===== src/rtl/mux_arbiter8.sv =====
// Round-robin arbiter driving an 8:1 32-bit mux; grant registers on the request edge, data one edge later.
// No backpressure from the consumer; a grant is capped at HOLD_MAX cycles and a timeout is flagged on o_tmo.
module mux_arbiter8 #(
   parameter int unsigned HOLD_MAX = 16
) (
   input  logic        i_clk,
   input  logic        i_rst_n,
   input  logic [7:0]  i_req,
   input  logic [31:0] i_din0,
   input  logic [31:0] i_din1,
   input  logic [31:0] i_din2,
   input  logic [31:0] i_din3,
   input  logic [31:0] i_din4,
   input  logic [31:0] i_din5,
   input  logic [31:0] i_din6,
   input  logic [31:0] i_din7,
   output logic [7:0]  o_grant,
   output logic [2:0]  o_sel,
   output logic [31:0] o_dout,
   output logic        o_dout_valid,
   output logic        o_tmo,
   output logic        o_busy
);

   localparam logic [7:0] HOLD_LIM = 8'(HOLD_MAX);

   typedef enum logic {S_IDLE, S_BUSY} state_t;

   state_t      r_state, w_state_nxt;
   logic [7:0]  r_grant, w_grant_nxt;
   logic [2:0]  r_sel, w_sel_nxt;
   logic [2:0]  r_ptr, w_ptr_nxt;
   logic [7:0]  r_cnt, w_cnt_nxt;
   logic        r_tmo, w_tmo_nxt;
   logic [31:0] r_dout;
   logic        r_dout_valid;

   logic [31:0] w_din [8];
   logic [31:0] w_mux;
   logic [2:0]  w_pick;
   logic        w_any;
   logic        w_hold_req;
   logic        w_at_lim;

   assign w_din[0] = i_din0;
   assign w_din[1] = i_din1;
   assign w_din[2] = i_din2;
   assign w_din[3] = i_din3;
   assign w_din[4] = i_din4;
   assign w_din[5] = i_din5;
   assign w_din[6] = i_din6;
   assign w_din[7] = i_din7;
   assign w_mux    = w_din[r_sel];

   // Scan from the farthest offset down so the source nearest r_ptr wins.
   always_comb begin : pick
      logic [2:0] idx;
      w_pick = 3'd0;
      idx    = 3'd0;
      for (int i = 7; i >= 0; i--) begin
         idx = r_ptr + 3'(i);
         if (i_req[idx]) w_pick = idx;
      end
   end

   assign w_any      = |i_req;
   assign w_hold_req = i_req[r_sel];
   assign w_at_lim   = (r_cnt == HOLD_LIM);

   always_comb begin
      w_state_nxt = r_state;
      w_grant_nxt = r_grant;
      w_sel_nxt   = r_sel;
      w_ptr_nxt   = r_ptr;
      w_cnt_nxt   = r_cnt;
      w_tmo_nxt   = 1'b0;
      case (r_state)
         S_IDLE: begin
            if (w_any) begin
               w_grant_nxt = 8'b1 << w_pick;
               w_sel_nxt   = w_pick;
               w_cnt_nxt   = 8'd1;
               w_state_nxt = S_BUSY;
            end
         end
         S_BUSY: begin
            if (!w_hold_req || w_at_lim) begin
               w_grant_nxt = 8'd0;
               w_ptr_nxt   = r_sel + 3'd1;
               w_cnt_nxt   = 8'd0;
               w_tmo_nxt   = w_at_lim && w_hold_req;
               w_state_nxt = S_IDLE;
            end else begin
               w_cnt_nxt = r_cnt + 8'd1;
            end
         end
         default: begin
            w_grant_nxt = 8'd0;
            w_state_nxt = S_IDLE;
         end
      endcase
   end

   always_ff @(posedge i_clk or negedge i_rst_n) begin
      if (!i_rst_n) begin
         r_state      <= S_IDLE;
         r_grant      <= 8'd0;
         r_sel        <= 3'd0;
         r_ptr        <= 3'd0;
         r_cnt        <= 8'd0;
         r_tmo        <= 1'b0;
         r_dout       <= 32'd0;
         r_dout_valid <= 1'b0;
      end else begin
         r_state      <= w_state_nxt;
         r_grant      <= w_grant_nxt;
         r_sel        <= w_sel_nxt;
         r_ptr        <= w_ptr_nxt;
         r_cnt        <= w_cnt_nxt;
         r_tmo        <= w_tmo_nxt;
         r_dout_valid <= (r_state == S_BUSY);
         if (r_state == S_BUSY) r_dout <= w_mux;
      end
   end

   assign o_grant      = r_grant;
   assign o_sel        = r_sel;
   assign o_dout       = r_dout;
   assign o_dout_valid = r_dout_valid;
   assign o_tmo        = r_tmo;
   assign o_busy       = (r_state == S_BUSY);

endmodule

===== config.mk =====
export PLATFORM = sky130hd
export DESIGN_NAME = mux_arbiter8
export DESIGN_NICKNAME = d
export VERILOG_FILES = /design/src/rtl/mux_arbiter8.sv
export SDC_FILE = /design/constraint.sdc
export NUM_CORES = 1
export LEC_CHECK = 0
export CAP_MARGIN = 15
export CELL_PAD_IN_SITES_DETAIL_PLACEMENT = 2
export CELL_PAD_IN_SITES_GLOBAL_PLACEMENT = 2
export CORE_MARGIN = 2
export CORE_UTILIZATION = 23
export CTS_BUF_LIST = sky130_fd_sc_hd__clkbuf_4 sky130_fd_sc_hd__clkbuf_8
export DETAILED_ROUTE_END_ITERATION = 8
export PLACE_DENSITY = 0.86
export SLEW_MARGIN = 20
export SYNTH_ARGS = -nofsm -noshare
export SYNTH_HDL_FRONTEND = slang
export SYNTH_SLANG_ARGS = --single-unit

===== constraint.sdc =====
create_clock -name i_clk -period 3.65 [get_ports i_clk]
set_input_delay 0.365 -clock i_clk [delete_from_list [all_inputs] [get_ports i_clk]]
set_output_delay 0.365 -clock i_clk [all_outputs]
set_load 0.02 [all_outputs]

# After elaboration in Yosys (flattened, before gate mapping)
# Cells that the tools add are included.
[word_totals]
n_memories = 0
inputBits = 266
elab_cells = 80
out_inout_bits = 46
romBits = 0
ramBits = 0
register_bits = 57
latchBits = 0
[op_classes]
eq_ne = 3
n_div = 0
add_sub_neg = 9
n_reduce_logical = 7
magnitude_cmp = 10
bitwise = 2
n_mux = 40
shifts = 1
n_mul = 0
[ops]
columns = ["cell", "count"]
rows = [
  ["$bmux W32 S3", 1],
  ["$mux W32", 2],
  ["$lt A3 B4 Y1 const B", 9],
  ["$mux W8", 4],
  ["$pmux W8 S2", 2],
  ["$bmux W1 S3", 9],
  ["$mux W3", 8],
  ["$mux W1", 13],
  ["$add A3 B3 Y3 const B", 4],
  ["$add A8 B1 Y8 const B", 1],
  ["$eq A8 B5 Y1 const B", 1],
  ["$reduce_or A8 Y1", 1],
  ["$shl A1 B3 Y8 const A", 1],
  ["$add A3 B1 Y3 const B", 2],
  ["$add A3 B2 Y3 const B", 2],
  ["$reduce_and A2 Y1", 3],
  ["$ge A4 B4 Y1 const B", 1],
  ["$not A3 Y4", 1],
  ["$ne A2 B1 Y1 const B", 1],
  ["$ne A2 B2 Y1 const B", 1],
  ["$pmux W1 S2", 1],
  ["$logic_and A1 B1 Y1", 1],
  ["$logic_not A1 Y1", 1],
  ["$logic_or A1 B1 Y1", 1],
  ["$not A1 Y1", 1],
]

# Longest topological paths before layout
# Gate-level depths: netlist of the first run.
[depth]
word_depth = 14
depth_mapped = 13

# Worst setup path before layout of the first run
# Ideal clock, no wire load.
[synth_timing]
path_kind = "register -> register"
from = "register r_ptr[1]"
to = "register r_grant[1] (netlist: o_grant[1])"
period_less_slack_ps = 2888
stages_incl_launch_ff = 14
setup_slack_ps = 762
t_arrival_ps = 2767
required_ps = 3528
path_buffers = 4
setup_time_ps = 122
path_cell_list = "dfrtp_1 buf_6 buf_2 inv_1 ha_1 buf_6 buf_6 mux2i_1 mux2i_1 o221ai_1 o21ai_0 and4_1 o32a_4 a32o_1"
[synth_via]
elab_chain_cells = 14
word_cells_on_any_way = 34
[synth_lines]
columns = ["item", "line_no", "text"]
rows = [
  ["start, declared", "32", "logic [2:0] r_ptr, w_ptr_nxt;"],
  ["start signal, assigned", "118", "r_ptr <= w_ptr_nxt;"],
  ["$add A3 B3 Y3", "61", "idx = r_ptr + 3'(i);"],
  ["$bmux W1 S3", "62", "if (i_req[idx]) w_pick = idx;"],
  ["$mux W1 (implied by the code)", "62", ""],
  ["$mux W3 (7 in a row)", "62", ""],
  ["$mux W3 *", "62", ""],
  ["$shl A1 B3 Y8 *", "80", "w_grant_nxt = 8'b1 << w_pick;"],
  ["$mux W8 *", "79", "if (w_any) begin"],
  ["$pmux W8 S2 *", "77", "case (r_state)"],
  ["end signal, assigned", "116", "r_grant <= w_grant_nxt;"],
  ["end, declared", "30", "logic [7:0] r_grant, w_grant_nxt;"],
]
# Every way passes the cells marked *; elsewhere a longest branch is shown, timed or not. The select of a mux whose other input is x is not followed.
# A chain may end at the register's enable or synchronous reset.

# Worst setup path in the final report of the first run
[layout_timing]
from = "register r_ptr[1]"
to = "register r_grant[4] (netlist: o_grant[4])"
# The elaborated chain is that of the path after synthesis.

==> key figures, run 1 <==
Synth
  – Number of synthesized register bits: 57
  – Post-synth EDFFs: 0
  – Mean instance size in the synthesized netlist: 11.7 um2
  – Asr flop ratio synth: 100%
  – Most common flop cell mapped by yosys: sky130_fd_sc_hd__dfrtp_1
  – Net Count, Synth: 718
  – Netlist cell types: 56
  – Post-synthesis cell area: 5210 um2
  – Yosys Warn Count: 0
  – Post-synthesis sequential area ratio: 27.4%
  – Cell count after synthesis: 447

Drt
  – Via Count: 5231
  – Detail-routed net length per standard cell: 23.9 um
  – Post-detailed-route DRC marker count: 0
  – Post-detailed-routing wire length: 24400 um
  – Via density per instance: 5.11
  – First-pass DRT Iterations: 4
  – DRT iter0 DRCs: 200
  – Detail Route Antenna Nets: 0

Cells and area
  – Nets: 1002
  – Most common library cell in the layout ignoring fill and taps: sky130_fd_sc_hd__clkdlybuf4s50_1
  – Final std cell area, no fill: 8740 um2
  – Commonest cells after routing, fill and taps aside: 310 x sky130_fd_sc_hd__clkdlybuf4s50_1, 78 x sky130_fd_sc_hd__mux4_2, 53 x sky130_fd_sc_hd__dfrtp_1
  – Fraction of layout instances using a drive strength above 1: 17.0%
  – P&R area growth vs syn: 67.8%

Worst setup path
  – Setup Crit Path Kind: register to register
  – Maximum fanout encountered on the critical timing path: 15
  – Capture instance of the worst register-to-register path: o_grant[4]
  – FF-to-FF Start: r_ptr[1]
  – Worst R2R Setup Slack: 0.50 ns
  – R2r worst-path depth: 9
  – Element type at the critical path start: register
  – CP Data Required Time: 3.94 ns
  – CP endpoint kind: register
  – Arrival time of the worst setup path: 3.43 ns

CTS
  – Buffer cell driving the clock tree root: sky130_fd_sc_hd__clkbuf_8
  – Clk_lat worst skew: 0.36 ns
  – Clock Pin Slew Worst Setup and Hold Paths: 0.08 ns
  – Clock Tree Buf Depth: 2
  – Buffers inserted by post-CTS timing repair: 0
  – Cts bufs inserted: 9
  – CTS tree: done
  – Total number of H-tree levels: 3
  – Gates resized, CTS repair: 0
  – Post-CTS Hold Buffers: 0
  – Number of clock sinks: 57

Placed design
  – Instance area after placement: 8520 um2
  – DP HPWL: 19700 um
  – Number of I/O port buffers: 311
  – Worst slack after detailed placement: 0.544 ns
  – Final RePlAce weighted congestion: 0.816

Floorplan
  – Core Footprint: 22400 um2
  – Die X-Extent: 155 um
  – Die Outline Area: 23900 um2
  – Die Ht: 155 um
  – Number of cell rows: 55
  – Number of ports placed on the die boundary: 312
  – Initial Util: 23.2%

Flow run
  – MaxCap Viol Count: 0

Pwr
  – Power per cell area: 770 nW/um2
  – Worst ir drop on vdd: 0.000397 V
  – Overall power after layout: 6.73 mW
  – Leakage power: 3.26 nW

STA
  – Number of pins with negative max-slew slack in the final report: 0
  – Slew @ Worst Pin: 0.987 ns
  – Final Cycle Share: 86.2%
  – Slew headroom: 34.2%
  – Final Hold Viols: 0
  – Layout Skew: 0.0115 ns
  – Worst hold slack: 0.0331 ns
  – Max frequency: 318 MHz
  – Setup TNS: 0 ns
  – Number of setup violations in the final report: 0
  – RSZ-0062 raised after global routing: no
  – Least setup slack across all paths after layout: 0.505 ns
  – Final critical path time including I/O delays and setup: 3.15 ns

Hold path
  – Path category of the worst min-delay check: input pin to async pin

Global route
  – GRT Overall Usage: 20.6%
  – Busiest layer in global routing: met2
  – Number of global-route vias before repair: 6188
  – Pin count of the biggest net entering global routing: 69
  – Number of antenna violations at the first check in global routing: 6
  – Met3 usage in global routing: 5.66%
  – Grt met2 use: 38.9%
  – First-pass GRT wire length: 36800 um
  – Global route total overflow: 0
  – Met1 layer usage reported by global route: 21.5%

Status
  – Result of the run: complete, no violations
[state kept, by name (all words and copies together), names as in the netlist]
| name | count |
|---|---|
| o_busy | 1 |
| o_sel | 3 |
| o_dout | 32 |
| o_dout_valid | 1 |
| o_grant | 8 |
| o_tmo | 1 |
| r_cnt | 8 |
| r_ptr | 3 |
[per-layer routing]
layer,vias up,routed length (um)
met5,-,41
met3,44,1510
met1,2676,8640
met2,183,13400
met4,6,815
li1,2322,-
[layout make-up]
cell class,count,area (um2)
inverters,10,37.5
diodes,3,7.51
multi-input cells,335,3510
clock inverters,2,35.0
repair buffers,318,3170
well taps,285,357
flip-flops and latches,57,1440
clock buffers,14,186
fillers,2314,13700
[how the worst max path moves through the flow]
stage,end,start
global route,o_grant[4],r_ptr[1]
floorplan,o_grant[1],r_ptr[1]
global placement,o_grant[5],r_ptr[1]
CTS,o_grant[0],r_ptr[1]
finish,o_grant[4],r_ptr[1]
detailed placement,o_grant[0],r_ptr[1]
[cells by family after synthesis]
logic type	Yosys count	synth area share (%)
muxes	130	43.8
AOI/OAI and AO/OA	93	11.7
buffers and inverters	55	5.23
xor gates and xnor gates	7	1.61
and+or+nand+nor	100	9.03
adders and majority gates	5	1.20
DFF	57	27.4
[power by group]
part	total, mW	internal, mW	switching [mW]
combinational	4.80	2.35	2.45
clock	0.675	0.397	0.278
sequential	1.26	0.917	0.344
[critical path: stages, from the launching register on]
cell and delay [ns]:
sky130_fd_sc_hd__dfrtp_1 0.35, sky130_fd_sc_hd__inv_1 0.12, sky130_fd_sc_hd__ha_1 0.76, sky130_fd_sc_hd__mux2i_1 0.38, sky130_fd_sc_hd__mux2i_1 0.14, sky130_fd_sc_hd__o221ai_1 0.24
sky130_fd_sc_hd__o21ai_0 0.13, sky130_fd_sc_hd__and4_1 0.24, sky130_fd_sc_hd__o32ai_2 0.47, sky130_fd_sc_hd__a32o_1 0.25
[through the flow]
stage | utilization, % | cells
finish | 39.0 | 1024
CTS | 38.9 | 1021
global route | 39.0 | 1023
global placement | 38.0 | 1005
detailed placement | 38.0 | 1005
floorplan | - | 447
[cell usage after synthesis (2+ instances only)]
library cell               count  area share, %
sky130_fd_sc_hd__mux2i_1      48            9.2
sky130_fd_sc_hd__nor2_1       48            3.5
sky130_fd_sc_hd__and3_1        4           0.48
sky130_fd_sc_hd__a22o_1        2           0.34
sky130_fd_sc_hd__inv_1        10           0.72
sky130_fd_sc_hd__dfrtp_1      57             27
sky130_fd_sc_hd__a21oi_1      43            4.1
sky130_fd_sc_hd__nand4_1       4           0.48
sky130_fd_sc_hd__nand2b_1      2           0.24
sky130_fd_sc_hd__a21o_1        2           0.29
sky130_fd_sc_hd__nand3_1       6           0.58
sky130_fd_sc_hd__a221oi_1      2           0.34
sky130_fd_sc_hd__mux4_2       78             34
sky130_fd_sc_hd__xor2_1        3           0.50
sky130_fd_sc_hd__o21bai_1      2           0.29
sky130_fd_sc_hd__ha_1          5            1.2
sky130_fd_sc_hd__a32o_1        8            1.5
sky130_fd_sc_hd__o21ai_0      17            1.6
sky130_fd_sc_hd__buf_4         3           0.43
sky130_fd_sc_hd__nor2b_1       2           0.24
sky130_fd_sc_hd__nand2_1      21            1.5
sky130_fd_sc_hd__nor3_1        2           0.19
sky130_fd_sc_hd__buf_2        12            1.2
sky130_fd_sc_hd__buf_6         5            1.1
sky130_fd_sc_hd__nor4_1        2           0.24
sky130_fd_sc_hd__buf_1         4           0.29
sky130_fd_sc_hd__clkbuf_1     19            1.4
sky130_fd_sc_hd__clkbuf_2      2           0.19
sky130_fd_sc_hd__mux2_2        3           0.65
sky130_fd_sc_hd__o22ai_1       4           0.48
sky130_fd_sc_hd__xor2_2        2           0.62
Note: power is estimated with default switching activity, not from simulation.
==> run 2: changes to the inputs <==
- RECOVER_POWER: unset -> 50
==> key figures, run 2 (synthesis results as in run 1) <==
CTS
  – Buffers inserted by post-CTS timing repair: 0 (unchanged)
  – Clock Pin Slew Worst Setup and Hold Paths: 0.08 ns (about the same)
  – Number of clock sinks: 57 (unchanged)
  – Cts bufs inserted: 9 (unchanged)
  – CTS tree: done
  – Total number of H-tree levels: 3 (unchanged)
  – Post-CTS Hold Buffers: 0 (unchanged)
  – Buffer cell driving the clock tree root: sky130_fd_sc_hd__clkbuf_8
  – Clk_lat worst skew: 0.36 ns (about the same)
  – Gates resized, CTS repair: 0 (unchanged)
  – Clock Tree Buf Depth: 2 (unchanged)

STA
  – Least setup slack across all paths after layout: 0.504 ns (-0.000431 ns)
  – Final critical path time including I/O delays and setup: 3.15 ns (+0.000431 ns)
  – Layout Skew: 0.0117 ns (+0.000172 ns)
  – Final Hold Viols: 0 (unchanged)
  – Max frequency: 318 MHz (about the same)
  – Setup TNS: 0 ns (unchanged)
  – RSZ-0062 raised after global routing: no
  – Number of setup violations in the final report: 0 (unchanged)
  – Final Cycle Share: 86.2% (about the same)
  – Number of pins with negative max-slew slack in the final report: 75 (+75)
  – Slew headroom: -7.85% (-42 points)
  – Slew @ Worst Pin: 1.62 ns (+0.631 ns)

Placed design
  – Worst slack after detailed placement: 0.544 ns (unchanged)
  – DP HPWL: 19700 um (unchanged)
  – Final RePlAce weighted congestion: 0.816 (unchanged)
  – Number of I/O port buffers: 311 (unchanged)

Status
  – Failing checks: capacitance limit, slew limit
  – Result of the run: complete, but fails checks

Drt
  – DRT iter0 DRCs: 200 (unchanged)
  – First-pass DRT Iterations: 4 (unchanged)
  – Detail Route Antenna Nets: 0 (unchanged)
  – Detail-routed net length per standard cell: 23.9 um (about the same)
  – Post-detailed-route DRC marker count: 0 (unchanged)
  – Post-detailed-routing wire length: 24400 um (about the same)
  – Via density per instance: 5.11 (unchanged)
  – Via Count: 5231 (unchanged)

Cells and area
  – Nets: 1002 (unchanged)
  – Fraction of layout instances using a drive strength above 1: 16.7% (-0.27 points)
  – Largest register FFs: 32 (unchanged)
  – Most common library cell in the layout ignoring fill and taps: sky130_fd_sc_hd__clkdlybuf4s50_1
  – Commonest cells after routing, fill and taps aside: 288 x sky130_fd_sc_hd__clkdlybuf4s50_1, 78 x sky130_fd_sc_hd__mux4_2, 54 x sky130_fd_sc_hd__dfrtp_1
  – P&R area growth vs syn: 67.7% (about the same)

Worst setup path
  – Arrival time of the worst setup path: 3.43 ns (about the same)
  – Setup Crit Path Kind: register to register
  – CP endpoint kind: register
  – Worst R2R Setup Slack: 0.50 ns (about the same)
  – CP Data Required Time: 3.94 ns (about the same)
  – Maximum fanout encountered on the critical timing path: 15 (unchanged)
  – Maximum cell stage delay along the critical path: 0.76 ns (about the same)
  – Cells along the critical path: inv_1 > ha_1 > mux2i_1 > mux2i_1 > o221ai_1 > o21ai_0 > and4_1 > o32ai_2 > a32o_1
  – Slowest stage cell, crit path: sky130_fd_sc_hd__ha_1
  – Most common cell type on the critical path: sky130_fd_sc_hd__mux2i_1
  – Element type at the critical path start: register

Pwr
  – Power per cell area: 766 nW/um2 (-0.52%)
  – Worst ir drop on vdd: 0.000399 V (+0.41%)
  – Leakage power: 3.28 nW (+0.48%)

Floorplan
  – Die Outline Area: 23900 um2 (unchanged)
  – Die Ht: 155 um (unchanged)
  – Die X-Extent: 155 um (unchanged)
  – Number of ports placed on the die boundary: 312 (unchanged)
  – Initial Util: 23.2% (unchanged)
  – Core Footprint: 22400 um2 (unchanged)
  – Number of cell rows: 55 (unchanged)

Global route
  – Number of antenna violations at the first check in global routing: 6 (unchanged)
  – Pin count of the biggest net entering global routing: 69 (unchanged)
  – Number of global-route vias before repair: 6188 (unchanged)
  – Global route total overflow: 0 (unchanged)
  – GRT Overall Usage: 20.6% (unchanged)
  – First-pass GRT wire length: 36800 um (unchanged)

Hold path
  – Path category of the worst min-delay check: input pin to async pin

Flow run
  – MaxCap Viol Count: 2 (+2)
run 2: worst paths after layout:
path,startpoint,to,cells past startpoint
max reg2reg,r_ptr[1],o_grant[4],9
min,i_rst_n,o_dout[9],1
max,r_ptr[1],o_grant[4],9
min in group i_clk,o_grant[3],o_grant[3],1
max in group asynchronous,i_rst_n,o_sel[1],2
min reg2reg,o_grant[3],o_grant[3],1
run 2: area by class of cell:
cell class              count  area [um2]
well taps                 285         357
clock buffers              14         186
diodes                      3        7.51
multi-input cells         335        3510
clock inverters             2        35.0
fillers                  2317       13700
flip-flops and latches     57        1440
inverters                  10        37.5
repair buffers            318        3170
run 2: metrics by stage:
| stage | total power, mW | cells | area, um2 | hold WS (ns) | util [%] |
|---|---|---|---|---|---|
| finish | 6.70 | 1024 | 8740 | 0.391 | 39.0 |
| global route | 7.16 | 1023 | 8740 | 0.517 | 38.9 |
| CTS | 6.83 | 1021 | 8740 | 0.0381 | 38.9 |
| detailed placement | 6.10 | 1005 | 8520 | 0.442 | 38.0 |
| global placement | 5.90 | 1005 | 8520 | 0.436 | 38.0 |
| floorplan | 4.48 | 447 | 5210 | 0.0694 | - |
run 2: report_power, final:
| part | internal [mW] | leakage, nW | switching, mW | total (mW) |
|---|---|---|---|---|
| Clock | 0.397 | 0.116 | 0.276 | 0.673 |
| Sequential | 0.916 | 0.684 | 0.338 | 1.25 |
| Combinational | 2.32 | 2.48 | 2.45 | 4.77 |
| Total | 3.63 | 3.28 | 3.07 | 6.70 |
run 2: critical path: cells and delay by family (launching register included):
family	cells	cell delay, ns
mux	2	0.50
simple gates	1	0.24
buf+inv	1	0.12
compound gates	4	1.09
flops	1	0.35
fa+ha+maj	1	0.76
run 2: layer usage:
| layer | track usage [%] | up-vias | share of wire, % |
|---|---|---|---|
| li1 | - | 2324 | - |
| met1 | 21.5 | 2671 | 35 |
| met2 | 38.9 | 186 | 55 |
| met3 | 5.66 | 44 | 6.2 |
| met4 | 8.38 | 6 | 3.3 |
| met5 | 0 | - | 0.17 |
==> run 3: changes to the inputs <==
- CORE_AREA: unset -> 2 2 123 125
- CORE_MARGIN: 2 -> unset
- CORE_UTILIZATION: 23 -> unset
- DIE_AREA: unset -> 0 0 125 127
- DONT_BUFFER_PORTS: unset -> 1
- PLACE_DENSITY: 0.86 -> 0.79
==> key figures, run 3 (synthesis results as in run 1) <==
Status
  – Result of the run: complete, no violations

STA
  – Final critical path time including I/O delays and setup: 3.22 ns (+0.0725 ns)
  – Final Cycle Share: 88.2% (+2.0 points)
  – Setup TNS: 0 ns (unchanged)
  – Layout Skew: 0.00739 ns (-0.00433 ns)
  – Max frequency: 311 MHz (-2.3%)
  – RSZ-0062 raised after global routing: no
  – Slew headroom: 2.61% (+10 points)
  – Final Hold Viols: 0 (unchanged)
  – Worst hold slack: 0.451 ns (+0.0591 ns)
  – Number of pins with negative max-slew slack in the final report: 0 (-100%)
  – Slew @ Worst Pin: 1.46 ns (-0.157 ns)
  – Number of setup violations in the final report: 0 (unchanged)

Hold path
  – Path category of the worst min-delay check: input pin to register

CTS
  – Clock Pin Slew Worst Setup and Hold Paths: 0.07 ns (about the same)
  – Total number of H-tree levels: 3 (unchanged)
  – Buffer cell driving the clock tree root: sky130_fd_sc_hd__clkbuf_8
  – Clk_lat worst skew: 0.35 ns (about the same)
  – Cts bufs inserted: 9 (unchanged)
  – Buffers inserted by post-CTS timing repair: 0 (unchanged)
  – CTS tree: done
  – Number of clock sinks: 57 (unchanged)
  – Clock Tree Buf Depth: 2 (unchanged)

Worst setup path
  – Slowest stage cell, crit path: sky130_fd_sc_hd__ha_1
  – Element type at the critical path start: register
  – Maximum cell stage delay along the critical path: 0.77 ns (about the same)
  – CP endpoint kind: register
  – Bufs and invs on worst path: 1 (unchanged)
  – Maximum fanout encountered on the critical timing path: 15 (unchanged)
  – Most common cell type on the critical path: sky130_fd_sc_hd__mux2i_1
  – Setup Crit Path Kind: register to register
  – CP top delay family: compound AO/OA/AOI/OAI gates
  – Cells along the critical path: inv_1 > ha_1 > mux2i_1 > mux2i_1 > o221ai_2 > nor2_1 > a211oi_1 > a31oi_1 > a32o_1
  – CP Data Required Time: 3.89 ns (-0.05 ns)
  – Arrival time of the worst setup path: 3.46 ns (+0.03 ns)

Cells and area
  – Largest register FFs: 32 (unchanged)
  – Fraction of layout instances using a drive strength above 1: 29.3% (+13 points)
  – Count of antenna diodes in the layout: 0 (-3)
  – Commonest cells after routing, fill and taps aside: 78 x sky130_fd_sc_hd__mux4_2, 53 x sky130_fd_sc_hd__dfrtp_1, 48 x sky130_fd_sc_hd__nor2_1, 48 x sky130_fd_sc_hd__mux2i_1, 43 x sky130_fd_sc_hd__a21oi_1
  – P&R area growth vs syn: 5.98%
  – Filler cell count in the final layout: 1504 (-35%)
  – Combined flip-flop and latch cell area: 1430 um2 (about the same)
  – Most common library cell in the layout ignoring fill and taps: sky130_fd_sc_hd__mux4_2
  – Nets: 693 (-31%)
  – Combined area of the multi-input logic cells: 3510 um2 (unchanged)

Drt
  – Detail Route Antenna Nets: 0 (unchanged)
  – Post-detailed-route DRC marker count: 0 (unchanged)
  – Post-detailed-routing wire length: 18400 um (-25%)
  – Via density per instance: 6.66 (+30%)
  – First-pass DRT Iterations: 4 (unchanged)
  – Via Count: 4069 (-22%)
  – DRT iter0 DRCs: 191 (-4.5%)
  – Detail-routed net length per standard cell: 30.2 um (+26%)

Pwr
  – Power per cell area: 1070 nW/um2 (+40%)
  – Leakage power: 2.04 nW (-38%)
  – Worst ir drop on vdd: 0.000376 V (-5.5%)
  – Overall power after layout: 5.90 mW (-12%)

Global route
  – Global route total overflow: 0 (unchanged)
  – First-pass GRT wire length: 27800 um (-24%)
  – Number of antenna violations at the first check in global routing: 3 (-3)
  – GRT Overall Usage: 22.9% (+2.3 points)
  – Number of global-route vias before repair: 4546 (-27%)
  – Met1 layer usage reported by global route: 29.7% (+8.3 points)
  – Grt met2 use: 38.0% (-0.85 points)
  – Busiest layer in global routing: met2
  – Met3 usage in global routing: 5.65% (-0.0066 points)
  – Pin count of the biggest net entering global routing: 58 (-16%)

Placed design
  – Number of I/O port buffers: 0 (-100%)
  – DP HPWL: 14600 um (-26%)
  – Final RePlAce weighted congestion: 0.980 (+20%)

Flow run
  – MaxCap Viol Count: 0 (-2)

Floorplan
  – Initial Util: 36.1% (+13 points)
  – Core Footprint: 14400 um2 (-36%)
  – Number of cell rows: 44 (-20%)
  – Die Outline Area: 15900 um2 (-34%)
  – Die Ht: 127 um (-18%)
  – Die X-Extent: 125 um (-19%)
  – Number of ports placed on the die boundary: 312 (unchanged)
## run 3: changes by cell type in the layout (fill, tap and decap cells not counted), sizes merged
| cell | previous run | this run |
|---|---|---|
| dlygate4sd3 | 22 | 1 |
| clkinvlp | 0 | 3 |
| clkdlybuf4s50 | 288 | 0 |
| bufinv | 1 | 2 |
| diode | 3 | 0 |
| buf | 6 | 7 |
| clkbuf | 16 | 11 |
## run 3: tightest hold or removal path, cell delays in order
cell and delay [ns]:
sky130_fd_sc_hd__nor4_1 0.03, sky130_fd_sc_hd__nand2_1 0.17, sky130_fd_sc_hd__nor2_1 0.07, sky130_fd_sc_hd__o22ai_1 0.12
## run 3: area by class of cell
cell class / instances / area share, %
inverter: 10 / 0.680
clock inverter: 6 / 1.65
sequential: 57 / 26.0
clock buffer: 10 / 2.49
timing repair buffer: 9 / 1.45
tap: 184 / 4.17
multi-input combinational: 335 / 63.6
## run 3: power by group
group | switching, mW | total, mW | internal [mW]
sequential | 0.643 | 1.56 | 0.912
clock | 0.277 | 0.681 | 0.403
combinational | 1.94 | 3.67 | 1.73
## run 3: worst paths after layout
| check | startpoint | endpoint | slack [ns] | cells after the start |
|---|---|---|---|---|
| setup / recovery | r_ptr[1] | o_grant[2] | 0.43 | 9 |
| setup reg to reg | r_ptr[1] | o_grant[2] | 0.43 | 9 |
| min in group asynchronous | i_rst_n | r_cnt[3] | 0.96 | 2 |
| hold reg to reg | r_cnt[7] | r_cnt[7] | 0.55 | 2 |
| hold / removal | i_req[6] | r_cnt[0] | 0.45 | 4 |
| max in group asynchronous | i_rst_n | o_sel[0] | 1.64 | 2 |
## run 3: stage by stage
stage               instance area [um2]  cells  util [%]  setup slack [ns]
finish                             5520    611      38.3             0.432
global route                       5520    611      38.3             0.259
CTS                                5550    611      38.4             0.471
detailed placement                 5280    593      36.6             0.492
global placement                   5280    593      36.6             0.738
floorplan                          5210    447         -             0.762
## run 3: timing repair
action / in CTS / in global routing
hold endpoints to repair: 57 / 0
resized for setup: 0 / 0
hold buffers: 2 / 0
## run 3: per-layer routing
metal	wire length (um)	vias up
met5	22	-
met2	9430	192
li1	-	1710
met3	1260	32
met1	7350	2131
met4	380	4
